File: src/rtl/pool_pkg.sv
// Shared definitions for the 2x2 pooling stream: mode encodings, row-phase states
// and the width helper used to size counters.
package pool_pkg;

    localparam logic POOL_MODE_MAX = 1'b0;
    localparam logic POOL_MODE_AVG = 1'b1;

    typedef enum logic {
        S_ROW_EVEN = 1'b0,
        S_ROW_ODD  = 1'b1
    } pool_state_e;

    // Minimum of one bit so that a depth of 1 still yields a usable address.
    function automatic int unsigned pool_clog2(input int unsigned value);
        int unsigned w;
        w = 1;
        while ((32'd1 << w) < value) w++;
        return w;
    endfunction

endpackage

File: src/rtl/pool_line_buf.sv
// Simple dual-port line buffer: synchronous write, combinational read, no reset
// (contents are always rewritten by an even row before an odd row reads them).
module pool_line_buf #(
    parameter int unsigned P_DEPTH  = 32,
    parameter int unsigned P_DATA_W = 100,
    parameter int unsigned P_ADDR_W = 5
) (
    input  logic                CLK,
    input  logic                i_we,
    input  logic [P_ADDR_W-1:0] i_waddr,
    input  logic [P_DATA_W-1:0] i_wdata,
    input  logic [P_ADDR_W-1:0] i_raddr,
    output logic [P_DATA_W-1:0] o_rdata
);

    logic [P_DATA_W-1:0] r_mem [P_DEPTH];

    always_ff @(posedge CLK) begin
        if (i_we) r_mem[i_waddr] <= i_wdata;
    end

    assign o_rdata = r_mem[i_raddr];

endmodule

File: src/rtl/pool2x2_stream_mc.sv
// Streaming 2x2 max/average pooling over raster-order multi-channel pixels.
// Average mode is compiled in only when POOL_AVG_EN is defined; otherwise max only.
module pool2x2_stream_mc
    import pool_pkg::*;
#(
    parameter int unsigned P_WIDTH  = 64,
    parameter int unsigned P_HEIGHT = 64,
    parameter int unsigned P_CH     = 4,
    parameter int unsigned DW       = 24
) (
    input  logic               CLK,
    input  logic               RSTn,
    input  logic [P_CH*DW-1:0] DIN,
    input  logic               DIN_VALID,
    output logic               DIN_READY,
    input  logic               MODE,
    output logic [P_CH*DW-1:0] OUT,
    output logic               OUT_VALID,
    input  logic               OUT_READY,
    output logic               LAST_IN_LINE,
    output logic               LAST_PIX
);

    localparam int unsigned HW  = pool_clog2(P_WIDTH);
    localparam int unsigned VW  = pool_clog2(P_HEIGHT);
    localparam int unsigned AW  = pool_clog2(P_WIDTH / 2);
    localparam int unsigned LBW = P_CH * (DW + 1);

    if ((P_WIDTH % 2) != 0 || (P_HEIGHT % 2) != 0 || P_WIDTH < 2 || P_HEIGHT < 2)
    begin : g_bad_geometry
        $error("pool2x2_stream_mc: P_WIDTH and P_HEIGHT must be even and at least 2");
    end

    logic [HW-1:0]      r_h;
    logic [VW-1:0]      r_v;
    pool_state_e        r_state;
    logic [P_CH*DW-1:0] r_latch;
    logic [P_CH*DW-1:0] r_out;
    logic               r_out_valid;
    logic               r_last_line;
    logic               r_last_pix;

    logic               w_accept;
    logic               w_h_odd;
    logic               w_h_last;
    logic               w_v_last;
    logic               w_produce;
    logic               w_lb_we;
    logic [AW-1:0]      w_lb_addr;
    logic [LBW-1:0]     w_pair;
    logic [LBW-1:0]     w_lb_rdata;
    logic [P_CH*DW-1:0] w_win;

`ifdef POOL_AVG_EN
    logic r_mode;
`else
    logic w_unused_mode;
    assign w_unused_mode = MODE;
`endif

    assign DIN_READY = ~r_out_valid | OUT_READY;
    assign w_accept  = DIN_VALID & DIN_READY;
    assign w_h_odd   = r_h[0];
    assign w_h_last  = (r_h == HW'(P_WIDTH - 1));
    assign w_v_last  = (r_v == VW'(P_HEIGHT - 1));
    assign w_produce = w_accept & (r_state == S_ROW_ODD) & w_h_odd;
    assign w_lb_we   = w_accept & (r_state == S_ROW_EVEN) & w_h_odd;
    assign w_lb_addr = AW'(r_h >> 1);

    for (genvar c = 0; c < P_CH; c++) begin : g_ch
        logic [DW-1:0] w_cur;
        logic [DW-1:0] w_lat;
        logic [DW:0]   w_lb;
        logic [DW-1:0] w_pmax;
        logic [DW-1:0] w_wmax;

        assign w_cur  = DIN[c*DW +: DW];
        assign w_lat  = r_latch[c*DW +: DW];
        assign w_lb   = w_lb_rdata[c*(DW+1) +: DW+1];
        assign w_pmax = (w_cur > w_lat) ? w_cur : w_lat;
        // Max-mode entries are zero-extended, so the low DW bits are the whole value.
        assign w_wmax = (w_pmax > w_lb[DW-1:0]) ? w_pmax : w_lb[DW-1:0];
`ifdef POOL_AVG_EN
        logic [DW:0]   w_psum;
        logic [DW+1:0] w_wsum;
        logic [1:0]    w_unused_frac;

        assign w_psum        = {1'b0, w_lat} + {1'b0, w_cur};
        assign w_wsum        = {1'b0, w_psum} + {1'b0, w_lb};
        assign w_unused_frac = w_wsum[1:0];
        assign w_pair[c*(DW+1) +: DW+1] = (r_mode == POOL_MODE_AVG) ? w_psum : {1'b0, w_pmax};
        assign w_win[c*DW +: DW]        = (r_mode == POOL_MODE_AVG) ? w_wsum[DW+1:2] : w_wmax;
`else
        logic w_unused_msb;

        assign w_unused_msb             = w_lb[DW];
        assign w_pair[c*(DW+1) +: DW+1] = {1'b0, w_pmax};
        assign w_win[c*DW +: DW]        = w_wmax;
`endif
    end

    pool_line_buf #(
        .P_DEPTH  (P_WIDTH / 2),
        .P_DATA_W (LBW),
        .P_ADDR_W (AW)
    ) u_line_buf (
        .CLK     (CLK),
        .i_we    (w_lb_we),
        .i_waddr (w_lb_addr),
        .i_wdata (w_pair),
        .i_raddr (w_lb_addr),
        .o_rdata (w_lb_rdata)
    );

    always_ff @(posedge CLK) begin
        if (!RSTn) begin
            r_h         <= '0;
            r_v         <= '0;
            r_state     <= S_ROW_EVEN;
            r_latch     <= '0;
            r_out       <= '0;
            r_out_valid <= 1'b0;
            r_last_line <= 1'b0;
            r_last_pix  <= 1'b0;
`ifdef POOL_AVG_EN
            r_mode      <= POOL_MODE_MAX;
`endif
        end else begin
            if (w_accept) begin
`ifdef POOL_AVG_EN
                if (r_h == '0 && r_v == '0) r_mode <= MODE;
`endif
                if (!w_h_odd) r_latch <= DIN;
                if (w_h_last) begin
                    r_h     <= '0;
                    r_v     <= w_v_last ? '0 : r_v + 1'b1;
                    r_state <= (r_state == S_ROW_EVEN) ? S_ROW_ODD : S_ROW_EVEN;
                end else begin
                    r_h <= r_h + 1'b1;
                end
            end
            // A new result wins over a drain in the same cycle.
            if (w_produce) begin
                r_out       <= w_win;
                r_out_valid <= 1'b1;
                r_last_line <= w_h_last;
                r_last_pix  <= w_h_last & w_v_last;
            end else if (OUT_READY) begin
                r_out_valid <= 1'b0;
                r_last_line <= 1'b0;
                r_last_pix  <= 1'b0;
            end
        end
    end

    assign OUT          = r_out;
    assign OUT_VALID    = r_out_valid;
    assign LAST_IN_LINE = r_last_line;
    assign LAST_PIX     = r_last_pix;

endmodule

File: config.mk
export PLATFORM = sky130hd
export DESIGN_NAME = pool2x2_stream_mc
export DESIGN_NICKNAME = d
export VERILOG_FILES = /design/src/rtl/pool_pkg.sv /design/src/rtl/pool_line_buf.sv /design/src/rtl/pool2x2_stream_mc.sv
export SDC_FILE = /design/constraint.sdc
export NUM_CORES = 2
export LEC_CHECK = 0
export CORE_MARGIN = 4
export CORE_UTILIZATION = 50
export DETAILED_ROUTE_END_ITERATION = 8
export PLACE_DENSITY = 0.73
export SLEW_MARGIN = 30
export SYNTH_ARGS = -nofsm -noshare
export SYNTH_HDL_FRONTEND = slang
export SYNTH_HIERARCHICAL = 1
export SYNTH_SLANG_ARGS = --single-unit
File: constraint.sdc
create_clock -name CLK -period 10.74 [get_ports CLK]
set_clock_uncertainty 0.2 [all_clocks]
set_input_delay 2.685 -clock CLK [delete_from_list [all_inputs] [get_ports CLK]]
set_output_delay 2.685 -clock CLK [all_outputs]
set_load 0.05 [all_outputs]
==> out/qor.txt <==
Period utilization -> 78.1%
DRC Markers -> 0
CTS Buf Count -> 316
Sw Ratio -> 21.3%
Reg2reg path depth -> 14
Yosys warning total -> 6
Slew margin rel. -> 27.7%
Net Count, Synth -> 7614
Internal cell power -> 20.6 mW
First-pass GRT wire length -> 511000 um
Area growth syn-to-layout -> 12.3%
Critical Path Fanout Max -> 33
CTS tree -> built
Status -> completed
Area of the core -> 0.261 mm^2
Wirelength, routed -> 358000 um
Initial antenna violation count -> 5
Via Count -> 73700
Crit path required time -> 11.29 ns
Sequential share of power -> 54.6%
DP Wirelength -> 193000 um
Clock Power Share -> 39.9%
Measured slew at the worst slew-check pin -> 1.08 ns
Multi-input logic area -> 0.0323 mm^2
Min cycle time layout -> 8.39 ns
Number of global-route vias before repair -> 72600
Min-delay worst type -> register to register
Maxcap violations -> 0
GRT overflow -> 0
H-tree levels -> 5
Crit. End Element -> register
Final net count -> 7890
Hold Crit Endpoint -> r_latch[59]
# fillers -> 19200
Commonest cells after routing, fill and taps aside -> edfxtp_1, mux2i_1, a22oi_1
IO buf count -> 199
Lkg Pwr -> 46.0 nW
PD cells -> 177 mW/mm^2
Clock transition at path regs -> 0.06 ns
Final Total Pwr -> 26.2 mW
GPL Wtd Cong -> 0.855
FMAX -> 119 MHz
Hold_buf cts -> 0
Layout cells sized above 1 -> 14.8%
Worst IR drop on VDD -> 0.000178 V
Initial Util -> 50.4%
RSZ-0062 raised after global routing -> false
Syn Std Cell Area -> 0.131 mm^2
Setup_tns -> 0 ns
Largest net degree at the start of global routing -> 114
Critical path type -> primary input to register
Synthesized area per cell -> 18.0 um^2
Routed Antenna Nets -> 0
Initial detailed-routing violation count -> 9854
WL/cell -> 31.7 um
Worst Hold Path Cells -> 2
Vias per cell -> 6.52
Ports -> 201
Logic gate share of total power -> 5.4%
CTS resizes -> 0
CTS root buffer -> clkbuf_16
Final Cell Area -> 0.148 mm^2
Worst Path Arrival -> 8.94 ns
Hold slack -> 0.277 ns
DRT Pass-1 Iters -> 5
Commonest non-fill, non-tap cell in the layout -> edfxtp_1
Start of the worst register-to-register path -> r_h[3]
RR Endpoint -> OUT[22]
Total die area -> 0.271 mm^2
Setup bufs post-CTS -> 0
Final setup viols -> 0
Post-Place Cells -> 10800
Width of the die -> 521 um
Register area -> 0.0964 mm^2
Final Slew Violations -> 0
Fin. Hold Viols -> 0
Clk buf depth -> 4
Startpoint types -> primary input
Clk sinks -> 3280
Row cnt -> 187
Hold Startpoint -> r_latch[59]
Post-Syn Instances -> 7319
Placed Area -> 0.138 mm^2
P_sw -> 5.59 mW
Clock Latency Late Sink -> 0.96 ns
R2R setup slack -> 3.38 ns
Total global-route track usage -> 25.9%
Layout Cells excl Fill -> 11300
Die Ht -> 521 um
==> state kept, by name, summed over array words and instances, names as in the netlist, 6 cells and up <==
| signal | cells |
|---|---|
| OUT | 96 |
| r_h | 6 |
| r_latch | 96 |
| r_v | 6 |
| u_line_buf/r_mem | 3072 |
==> routing by layer <==
layer,track usage (%),vias to the layer above,share of wire (%)
met4,10.5,2,4.6
met1,34.8,38100,36
li1,-,30000,-
met2,42.2,4708,48
met3,4.60,844,11
met5,0,-,0.0045
==> critical path, cell delays in order <==
cell	delay [ns]
clkdlybuf4s50_1	0.46
ha_1	0.35
a21oi_1	0.15
o21a_1	0.16
o211ai_1	0.09
a211o_1	0.33
o21ai_2	0.51
buf_4	0.41
mux2i_1	0.39
clkinv_1	0.79
ha_1	0.64
a21oi_1	0.14
o21ai_0	0.12
o311ai_1	0.46
o211a_1	0.28
or3_1	0.70
o221ai_1	0.22
==> how the worst max path moves through the flow <==
stage	startpoint	to	slack [ns]	cells past startpoint
final	DIN[11]	OUT[22]	2.35	17
after global routing	DIN[11]	OUT[22]	2.03	17
after CTS	DIN[11]	OUT[22]	2.86	17
after detailed placement	DIN[11]	OUT[22]	1.92	17
after global placement	DIN[81]	OUT[82]	1.69	16
after floorplan	OUT_READY	u_line_buf/r_mem[28][0]	1.56	8
==> layout make-up <==
| type | count | area share, % |
|---|---|---|
| diodes | 8 | 0.0136 |
| clock buffers | 395 | 5.74 |
| clock inverters | 139 | 0.710 |
| inverters | 239 | 0.608 |
| multi-input cells | 3364 | 21.9 |
| flip-flops and latches | 3280 | 65.3 |
| well taps | 3496 | 2.96 |
| repair buffers | 394 | 2.73 |
==> power by group through the flow <==
stage	sequential [mW]	clock, mW	combinational [mW]
3_5_place_dp	14.6	0	1.40
6_report	14.3	10.5	1.43
5_1_grt	14.3	11.1	1.55
3_3_place_gp	14.6	0	1.33
2_1_floorplan	14.6	0	0.920
4_1_cts	14.3	10.5	1.41
==> stage by stage <==
stage	worst slack [ns]	util (%)
after detailed placement	1.92	52.9
after global routing	2.03	56.6
final	2.35	56.6
after floorplan	1.56	-
after global placement	1.69	52.8
after CTS	2.86	56.6
Note: power is estimated with default switching activity, not from simulation.
